### src/rtl/cpu_defs.sv
// Shared CPU definitions: datapath width and the divide-sequencer state encoding.
package cpu_defs;

  localparam int unsigned WIDTH = 32;

  typedef enum logic [1:0] {
    DIV_IDLE = 2'd0,
    DIV_BUSY = 2'd1,
    DIV_DONE = 2'd2
  } div_state_e;

endpackage

### src/rtl/div_step.sv
// One restoring-division iteration: shift the next dividend bit into the
// partial remainder, subtract the divisor if it fits, record the compare bit.
module div_step #(
  parameter int unsigned WIDTH = 32
) (
  input  logic [WIDTH-1:0] rem,
  input  logic [WIDTH-1:0] q,
  input  logic [WIDTH-1:0] divisor,
  output logic [WIDTH-1:0] rem_next,
  output logic [WIDTH-1:0] q_next
);

  logic [WIDTH:0] shifted;
  logic [WIDTH:0] diff;

  // Trial subtraction; a clear top bit of the difference means the divisor fit.
  always_comb begin
    shifted = {rem, q[WIDTH-1]};
    diff    = shifted - {1'b0, divisor};
    if (!diff[WIDTH]) begin
      rem_next = diff[WIDTH-1:0];
      q_next   = {q[WIDTH-2:0], 1'b1};
    end else begin
      rem_next = shifted[WIDTH-1:0];
      q_next   = {q[WIDTH-2:0], 1'b0};
    end
  end

endmodule

### src/rtl/div_sequencer.sv
// EX-stage DIV/DIVU sequencer: stalls the pipeline while a WIDTH-step
// restoring divide runs on operand magnitudes, then presents the sign-fixed
// quotient (lo_o) and remainder (hi_o) with a one-cycle valid.
module div_sequencer
  import cpu_defs::*;
#(
  parameter int unsigned WIDTH = cpu_defs::WIDTH,
  parameter int unsigned CNT_W = 6
) (
  input  logic             clk,
  input  logic             rst,
  input  logic             start,
  input  logic             signed_div,
  input  logic [WIDTH-1:0] opa,
  input  logic [WIDTH-1:0] opb,
  input  logic             flush,
  input  logic             stall_ext,
  output logic             stall_o,
  output logic             valid_o,
  output logic [WIDTH-1:0] lo_o,
  output logic [WIDTH-1:0] hi_o
);

  div_state_e       state_q, state_d;
  logic [WIDTH-1:0] rem_q, rem_d;
  logic [WIDTH-1:0] quo_q, quo_d;
  logic [WIDTH-1:0] dsr_q, dsr_d;
  logic             negq_q, negq_d;
  logic             negr_q, negr_d;
  logic [CNT_W-1:0] count_q, count_d;
  logic [WIDTH-1:0] lo_q, lo_d;
  logic [WIDTH-1:0] hi_q, hi_d;

  logic [WIDTH-1:0] rem_step;
  logic [WIDTH-1:0] quo_step;
  logic             a_neg;
  logic             b_neg;

  assign a_neg = signed_div & opa[WIDTH-1];
  assign b_neg = signed_div & opb[WIDTH-1];

  div_step #(.WIDTH(WIDTH)) u_step (
    .rem      (rem_q),
    .q        (quo_q),
    .divisor  (dsr_q),
    .rem_next (rem_step),
    .q_next   (quo_step)
  );

  // State and datapath registers; reset wins over everything including flush.
  always_ff @(posedge clk) begin
    if (rst) begin
      state_q <= DIV_IDLE;
      rem_q   <= '0;
      quo_q   <= '0;
      dsr_q   <= '0;
      negq_q  <= 1'b0;
      negr_q  <= 1'b0;
      count_q <= '0;
      lo_q    <= '0;
      hi_q    <= '0;
    end else begin
      state_q <= state_d;
      rem_q   <= rem_d;
      quo_q   <= quo_d;
      dsr_q   <= dsr_d;
      negq_q  <= negq_d;
      negr_q  <= negr_d;
      count_q <= count_d;
      lo_q    <= lo_d;
      hi_q    <= hi_d;
    end
  end

  // Next-state, datapath update, stall request and result valid.
  always_comb begin
    state_d = state_q;
    rem_d   = rem_q;
    quo_d   = quo_q;
    dsr_d   = dsr_q;
    negq_d  = negq_q;
    negr_d  = negr_q;
    count_d = count_q;
    lo_d    = lo_q;
    hi_d    = hi_q;
    stall_o = 1'b0;
    valid_o = 1'b0;

    case (state_q)
      DIV_IDLE: begin
        if (start && !flush) begin
          stall_o = 1'b1;
          if (opb != '0) begin
            state_d = DIV_BUSY;
            rem_d   = '0;
            quo_d   = a_neg ? -opa : opa;
            dsr_d   = b_neg ? -opb : opb;
            negq_d  = a_neg ^ b_neg;
            negr_d  = a_neg;
            count_d = '0;
          end else begin
            // Divide by zero is a defined result, not a trap.
            state_d = DIV_DONE;
            lo_d    = '1;
            hi_d    = opa;
          end
        end
      end

      DIV_BUSY: begin
        stall_o = 1'b1;
        if (flush) begin
          state_d = DIV_IDLE;
        end else begin
          rem_d   = rem_step;
          quo_d   = quo_step;
          count_d = count_q + CNT_W'(1);
          if (count_q == CNT_W'(WIDTH - 1)) begin
            state_d = DIV_DONE;
            count_d = '0;
            lo_d    = negq_q ? -quo_step : quo_step;
            hi_d    = negr_q ? -rem_step : rem_step;
          end
        end
      end

      DIV_DONE: begin
        valid_o = !flush;
        if (flush || !stall_ext) begin
          state_d = DIV_IDLE;
        end
      end

      default: begin
        state_d = DIV_IDLE;
      end
    endcase
  end

  assign lo_o = lo_q;
  assign hi_o = hi_q;

endmodule

### config.mk
export PLATFORM = sky130hd
export DESIGN_NAME = div_sequencer
export DESIGN_NICKNAME = d
export VERILOG_FILES = /design/src/rtl/cpu_defs.sv /design/src/rtl/div_step.sv /design/src/rtl/div_sequencer.sv
export SDC_FILE = /design/constraint.sdc
export NUM_CORES = 1
export LEC_CHECK = 0
export ABC_AREA = 1
export CORE_MARGIN = 2
export CORE_UTILIZATION = 33
export CTS_CLUSTER_SIZE = 25
export DETAILED_ROUTE_END_ITERATION = 8
export PLACE_DENSITY = 0.48
export SYNTH_ARGS = -nofsm -noshare
export SYNTH_HDL_FRONTEND = slang
export SYNTH_HIERARCHICAL = 1
export SYNTH_SLANG_ARGS = --single-unit
### constraint.sdc
create_clock -name clk -period 9.3 [get_ports clk]
set_input_delay 2.325 -clock clk [delete_from_list [all_inputs] [get_ports clk]]
set_output_delay 2.325 -clock clk [all_outputs]
set_load 0.01 [all_outputs]
==> results of run 1 <==
[how the worst max path moves through the flow]
stage,from,to,slack [ps]
2_1_floorplan,flush,valid_o,4310
3_3_place_gp,start,stall_o,3350
3_5_place_dp,start,stall_o,3380
4_1_cts,start,stall_o,3360
5_1_grt,flush,valid_o,3270
6_report,start,stall_o,3370
[layer usage]
metal | part of all wire (%) | vias up | track usage [%]
met5 | 0 | - | 0
met4 | 2.2 | 0 | 7.09
met3 | 6.5 | 61 | 6.04
met2 | 44 | 402 | 39.4
met1 | 48 | 7101 | 34.6
li1 | - | 7837 | -
[kinds of logic after synthesis]
kind of cell / after synthesis / synth area share, %
DFF: 170 / 24.5
AOI/OAI and AO/OA: 339 / 12.7
xor gates and xnor gates: 53 / 3.35
adders and majority gates: 38 / 3.48
buffers and inverters: 430 / 13.4
and+or+nand+nor: 1439 / 42.6
[through the flow]
step           hold WS (ps)  std cells  setup slack [ps]  util [%]  cell area (um2)
4_1_cts                 471       3064              3360      38.1            15900
5_1_grt                 492       3064              3270      38.1            15900
3_3_place_gp            456       3034              3350      36.7            15300
3_5_place_dp            460       3034              3380      36.7            15300
6_report                468       3064              3370      38.1            15900
2_1_floorplan           444       2469              4310         -            13900
[cell usage in the layout (no fill, tap or decap), drive strengths merged, types with 2 or more instances in the layout]
master / n
nand3b: 7
buf: 9
a21oi: 126
clkinv: 8
clkbuf: 20
clkdlybuf4s50: 135
dfxtp: 170
ha: 37
o21a: 4
bufinv: 4
inv: 310
o21bai: 8
xor2: 43
nand2: 707
nor3: 37
o211ai: 3
o21ai: 189
xnor2: 10
o31ai: 3
and2: 6
nand4: 45
a211oi: 3
nor2: 469
and3: 2
or2: 5
nand3: 159
[sequential cells by signal, summed over array words and instances (netlist names)]
signal   flops
lo_o        32
rem_q       32
quo_q       32
hi_o        32
state_q      2
count_q      6
negr_q       1
negq_q       1
dsr_q       32
[worst register-to-register path, cell delays in order (launching register included)]
cell	delay [ps]
dfxtp_1	350
inv_1	50
ha_1	310
fa_1	440
inv_1	110
nand2_1	60
nand2_1	70
nand3_1	80
nand2_2	130
nand2_1	70
nand2_2	90
nand2_2	110
nand3_1	140
nand2_4	240
nand2_1	130
nand2_1	140
inv_1	130
ha_1	200
nand2_1	70
nor2_1	450
nand4_1	260
nand2_1	250
nand2_1	80
nand2_1	60
nand3_1	270
nand2_1	140
inv_1	40
[final cells by class]
| cell class | count | area (um2) |
|---|---|---|
| inverters | 312 | 1170 |
| clock inverters | 10 | 168 |
| multi-input cells | 1869 | 8640 |
| flip-flops and latches | 170 | 3400 |
| repair buffers | 144 | 1420 |
| clock buffers | 20 | 457 |
| fillers | 4651 | 25800 |
| well taps | 539 | 674 |
[power breakdown]
part | total (mW) | internal, mW | switching (mW)
logic | 1.10 | 0.334 | 0.765
registers | 0.813 | 0.771 | 0.0415
clock network | 0.789 | 0.462 | 0.327
total | 2.70 | 1.57 | 1.13
==> results.json, run 1 <==
{
  "die_w_um": 209,
  "worst_ep_arrival_time_ps": 3600,
  "p_total_mw": 2.70,
  "clockBufferDepth": 2,
  "relSlewSlack_pct": 28.3,
  "die_area_um2": 43700,
  "power.density_nw_per_um2": 170,
  "num_antenna_cells": 0,
  "drt_iter0_markers": 1224,
  "cts_resized": 0,
  "finalMaxSlewViolations": 0,
  "die_h_um": 209,
  "maxCapViolations": 0,
  "setup_violations": 0,
  "crit_fanout": 2,
  "ant_nets": 0,
  "portBuffers": 135,
  "synthDominantCellAreaShare_pct": 24.5,
  "crit_chain": "clkdlybuf4s50_1, inv_1, nor2_1, nand2_1, nand2_1, clkdlybuf4s50_1",
  "grt_antenna_before_repair": 0,
  "postCtsHoldBufs": 0,
  "cts_setup_buffers": 0,
  "r2r-start": "quo_q[31]",
  "synth_area_um2": 13900,
  "synthCells": 2469,
  "min_to": "dsr_q[31]",
  "drt_wl_total_um": 54100,
  "irDropWorstVdd_mv": 0.133,
  "wire_per_inst_um": 17.7,
  "holdPathStages": 2,
  "rsz0062_at_grt": "false",
  "tightest_slew_ps": 1070,
  "nets": 2622,
  "grt_max_degree": 82,
  "path_depth": 6,
  "r2r_end": "hi_o[28]",
  "hold_path.class": "reg -> reg",
  "via_per_inst": 5.03,
  "cts-root-buf": "clkbuf_16",
  "dr.pass1.iters": 5,
  "cts.sinks": 170,
  "ff2ff_path_depth": 26,
  "status": "finished clean",
  "rows": 75,
  "skew_ps": 20.8,
  "yosys_warnings": 6,
  "hold_viol_final": 0,
  "cts_tree": "built",
  "cts_buffers": 17,
  "max_freq_mhz": 169,
  "crit_slowest_cell": "clkdlybuf4s50_1",
  "grt_pass1_wl_um": 84700,
  "worstPathBufferInverterCount": 3,
  "ys_types": 43,
  "synth_seq_cells": 170,
  "endpoint_kind": "primary output",
  "rrSetupSlack_ps": 4720,
  "synthArstFlopShare_pct": 0,
  "hpwl_um": 42700,
  "initial_core_util_pct": 33.2,
  "hold_start": "dsr_q[31]",
  "clk_latency_ps": 480,
  "syn_area_per_cell_um2": 5.62,
  "cts_max_level": 4,
  "max_stage_delay_ps": 530,
  "syn-num-nets": 2577,
  "post-route-period-util_pct": 63.7,
  "grt_pass1_vias": 14800,
  "synth_top_cells_by_area": "dfxtp_1 25%, nand2_1 19%, nor2_1 13%",
  "grt-ovfl-total": 0,
  "area_delta_synth_final_pct": 14.8,
  "yosys.area.top_type": "dfxtp_1",
  "track_usage_pct": 25.2,
  "yosys.cell_count.top_type": "nand2_1",
  "clk_pin_slew_worst_paths_ps": 60,
  "num_vias": 15400,
  "core-area_um2": 41800,
  "synth_top_flop_cell": "dfxtp_1",
  "crit_family": "buffers and inverters",
  "finalSetupTns_ps": 0,
  "io_pins": 136,
  "period_needed_ps": 5930,
  "crit_required_ps": 6980,
  "synth_commonest_cells": "693 x nand2_1, 464 x nor2_1, 304 x inv_1, 184 x o21ai_0, 170 x dfxtp_1",
  "drive_above_1_share_pct": 3.05,
  "place_congestion": 0.924,
  "leakage_nw": 7.47,
  "drc": 0,
  "path_class": "in -> out",
  "synth-edff-count": 0,
  "yosysSeqAreaShare_pct": 24.5,
  "cp-start-kind": "input pin"
}
No activity file was read; power rests on OpenSTA's default activity.
==> run 2: changes to the inputs <==
PLACE_DENSITY = 0.5   (was 0.48)
clock period = 5.2 ns   (was 9.3 ns; I/O delays follow)
==> results.json, run 2 (synthesis gave the netlist of run 1 again) <==
{
  "maxCapViolations": 0,
  "cpMostUsedCell": "nand2_1",
  "grt_pass1_wl_um": 87800,
  "path_class": "reg -> reg",
  "finalMaxSlewViolations": 0,
  "area_delta_synth_final_pct": 15.5,
  "power.density_nw_per_um2": 306,
  "finalSetupTns_ps": 0,
  "final_common_cell": "nand2_1",
  "num_vias": 15600,
  "cts_tree": "built",
  "max_freq_mhz": 250,
  "wire_per_inst_um": 18.4,
  "tightest_slew_ps": 1050,
  "cp-start-kind": "flop",
  "grt_pass1_vias": 15000,
  "hold_viol_final": 0,
  "initial_core_util_pct": 33.2,
  "io_pins": 136,
  "hold_start": "lo_o[0]",
  "postCtsHoldBufs": 0,
  "hpwl_um": 45000,
  "cts-root-buf": "clkbuf_16",
  "clockBufferDepth": 2,
  "setup_violations": 0,
  "relSlewSlack_pct": 30.2,
  "clk_pin_slew_worst_paths_ps": 70,
  "crit_slowest_cell": "nor2_1",
  "startpoint": "quo_q[31]",
  "grt_antenna_before_repair": 2,
  "via_per_inst": 5.08,
  "period_needed_ps": 4010,
  "leakage_nw": 7.52,
  "cts_resized": 0,
  "crit_fanout": 32,
  "worst_ep_arrival_time_ps": 4350,
  "cts.sinks": 170,
  "die_w_um": 209,
  "crit_required_ps": 5550,
  "max_stage_delay_ps": 460,
  "drive_above_1_share_pct": 3.51,
  "final_cell_mix": "693 x nand2_1, 463 x nor2_1, 303 x inv_1",
  "post-route-period-util_pct": 77.1,
  "place_congestion": 0.952,
  "nets": 2632,
  "status": "finished clean",
  "clk_latency_ps": 460,
  "dr.pass1.iters": 7,
  "grt-ovfl-total": 0,
  "skew_ps": 9.66,
  "hold_path.class": "reg -> reg",
  "ant_nets": 0,
  "die_area_um2": 43700,
  "core-area_um2": 41800,
  "endpoint_kind": "flop",
  "drc": 0,
  "r2r-start": "quo_q[31]",
  "portBuffers": 135,
  "grt_max_degree": 82,
  "rows": 75,
  "cts_setup_buffers": 0,
  "dpl_cell_area_um2": 15400,
  "track_usage_pct": 26.2,
  "cts_buffers": 17,
  "rsz0062_at_grt": "false",
  "cts_max_level": 4,
  "drt_wl_total_um": 56500,
  "irDropWorstVdd_mv": 0.179,
  "num_antenna_cells": 0,
  "die_h_um": 209,
  "stdcell_area_um2": 16000,
  "drt_iter0_markers": 1121
}
-- run 2: cell type report --
cell class,count,area [um2]
Clock buffer,17,425
Clock inverter,14,213
Fill cell,4771,25700
Inverter,312,1170
Multi-Input combinational cell,1869,8640
Sequential cell,170,3400
Tap cell,539,674
Timing Repair Buffer,154,1510
-- run 2: through the flow --
stage	std cells	total power [mW]	hold WS [ps]	setup WS (ps)	util, %
after floorplan	2469	2.86	444	1990	-
after global placement	3044	3.49	457	994	36.9
after detailed placement	3044	3.48	457	1040	36.9
after CTS	3075	4.91	472	1270	38.4
after global routing	3075	5.24	500	762	38.4
final	3075	4.90	469	1190	38.4
-- run 2: worst max-delay path, delay by kind of cell, from the launching register on --
kind | cells | cell delay [ps]
simple gates | 21 | 2720
flops | 1 | 360
fa+ha+maj | 2 | 650
buf+inv | 2 | 170
-- run 2: worst paths after layout --
check	to	slack [ps]	depth (start not counted)
worst min register to register	lo_o[0]	470	2
worst max register to register	hi_o[24]	1190	25
worst min-delay path	lo_o[0]	470	2
worst max-delay path	hi_o[24]	1190	25
-- run 2: report_power, final --
group | switching (mW) | internal [mW] | leakage (nW)
Sequential | 0.0788 | 1.38 | 1.39
Clock | 0.606 | 0.814 | 0.304
Combinational | 1.42 | 0.607 | 5.83
-- run 2: layer usage --
metal	routed length [um]	global-route usage, %	up-vias	part of all wire [%]
met2	24800	41.3	446	44
met3	3220	4.24	67	5.7
met4	1120	6.67	2	2.0
met5	18	0	-	0.032
li1	-	-	7843	-
met1	27400	37.0	7271	48
==> run 3: changes to the inputs <==
PLACE_DENSITY = 0.48   (was 0.5)
clock period = 3.8 ns   (was 5.2 ns; I/O delays follow)
==> results.json, run 3 (synthesis gave the netlist of run 1 again) <==
{
  "fillCellCount": 4642,
  "rows": 75,
  "period_needed_ps": 3570,
  "cts_max_level": 4,
  "maxCapViolations": 0,
  "grt_pass1_vias": 14800,
  "whs_ps": 470,
  "wl_met1_um": 28900,
  "initial_core_util_pct": 33.2,
  "rrSetupSlack_ps": 230,
  "die_area_um2": 43700,
  "cp-start-kind": "flop",
  "crit_fanout": 9,
  "place_congestion": 0.919,
  "worst_ep_arrival_time_ps": 3930,
  "cts_tree": "built",
  "drt_wl_total_um": 58100,
  "dr.pass1.iters": 5,
  "hpwl_um": 46100,
  "portBuffers": 135,
  "clk_pin_slew_worst_paths_ps": 80,
  "startpoint": "dsr_q[12]",
  "hold_viol_final": 0,
  "r2r_end": "hi_o[30]",
  "final_cell_mix": "684 x nand2_1, 450 x nor2_1, 299 x inv_1",
  "grt_antenna_before_repair": 2,
  "fin_ws_ps": 229,
  "io_pins": 136,
  "status": "finished clean",
  "final_common_cell": "nand2_1",
  "grt_pass1_wl_um": 88000,
  "cts_buffers": 17,
  "area_delta_synth_final_pct": 19.1,
  "top_layer": "met4",
  "hold_path.class": "reg -> reg",
  "place_ws_ps": 120,
  "clk_latency_ps": 470,
  "drt_iter0_markers": 1286,
  "ff2ff_path_depth": 26,
  "core-area_um2": 41800,
  "track_usage_pct": 26.5,
  "post-route-period-util_pct": 94.0,
  "endpoint_kind": "flop",
  "relSlewSlack_pct": 35.0,
  "min_to": "dsr_q[31]",
  "final_util_pct": 39.6,
  "grt-ovfl-total": 0,
  "path_class": "reg -> reg",
  "wire_per_inst_um": 18.7,
  "cts.sinks": 170,
  "postCtsHoldBufs": 0,
  "drive_above_1_share_pct": 6.34,
  "skew_ps": 10.5,
  "grt_max_degree": 81,
  "cpMostUsedCell": "nand2_1",
  "nets": 2667,
  "setup_violations": 0,
  "leakage_nw": 7.73,
  "crit_slowest_cell": "ha_1",
  "finalMaxSlewViolations": 0,
  "die_h_um": 209,
  "power.density_nw_per_um2": 410,
  "cts-root-buf": "clkbuf_16",
  "num_vias": 15900,
  "tightest_slew_ps": 975,
  "hold_start": "dsr_q[31]",
  "max_freq_mhz": 280,
  "wl_met3_um": 2850,
  "dpl_cell_area_um2": 15700,
  "finalSetupTns_ps": 0,
  "drc": 0,
  "ant_nets": 0,
  "max_stage_delay_ps": 360,
  "r2r-start": "dsr_q[12]",
  "dr_wl_met2_um": 25100,
  "crit_required_ps": 4160,
  "clockBufferDepth": 2,
  "via_per_inst": 5.10,
  "irDropWorstVdd_mv": 0.272,
  "die_w_um": 209,
  "holdPathStages": 2,
  "stdcell_area_um2": 16500,
  "rsz0062_at_grt": "true"
}
[run 3: metal layers]
layer | track usage, % | up-vias
met5 | 0 | -
met2 | 40.8 | 445
li1 | - | 7943
met3 | 3.07 | 56
met4 | 7.24 | 0
met1 | 38.8 | 7429
[run 3: stage by stage]
stage	power (mW)	std cells
after CTS	6.63	3103
after floorplan	3.91	2469
after global routing	7.25	3111
after detailed placement	4.84	3071
final	6.78	3112
after global placement	4.85	3071
[run 3: power by group]
part,internal (mW),total [mW],switching [mW]
Combinational,0.975,3.01,2.04
Clock,0.871,1.77,0.895
Sequential,1.89,2.00,0.116
Total,3.73,6.78,3.05
[run 3: worst max-delay path, delay by kind of cell (launching register included)]
family,cells,cell delay (ps)
buf+inv,5,560
simple gates,19,1970
fa+ha+maj,1,360
flops,1,350
compound gates,1,170
[run 3: timing repair]
action,4_1_cts,5_1_grt
resized for setup,0,53
endpoints found under the hold margin,0,0
buffers inserted,0,5
setup endpoints to repair,0,42
[run 3: cell type report]
type                    instances  area (um2)  share of cell area [%]
clock buffers                  17         425                    2.57
repair buffers                186        1820                    11.0
inverters                     312        1170                    7.09
clock inverters                15         154                   0.931
well taps                     539         674                    4.08
flip-flops and latches        170        3400                    20.6
diodes                          1        2.50                  0.0151
multi-input cells            1872        8880                    53.7
[run 3: worst max path at each step]
| stage | depth (start not counted) | end |
|---|---|---|
| 2_1_floorplan | 27 | hi_o[24] |
| 3_3_place_gp | 26 | hi_o[24] |
| 3_5_place_dp | 24 | lo_o[22] |
| 4_1_cts | 24 | lo_o[22] |
| 5_1_grt | 27 | hi_o[30] |
| 6_report | 26 | hi_o[30] |
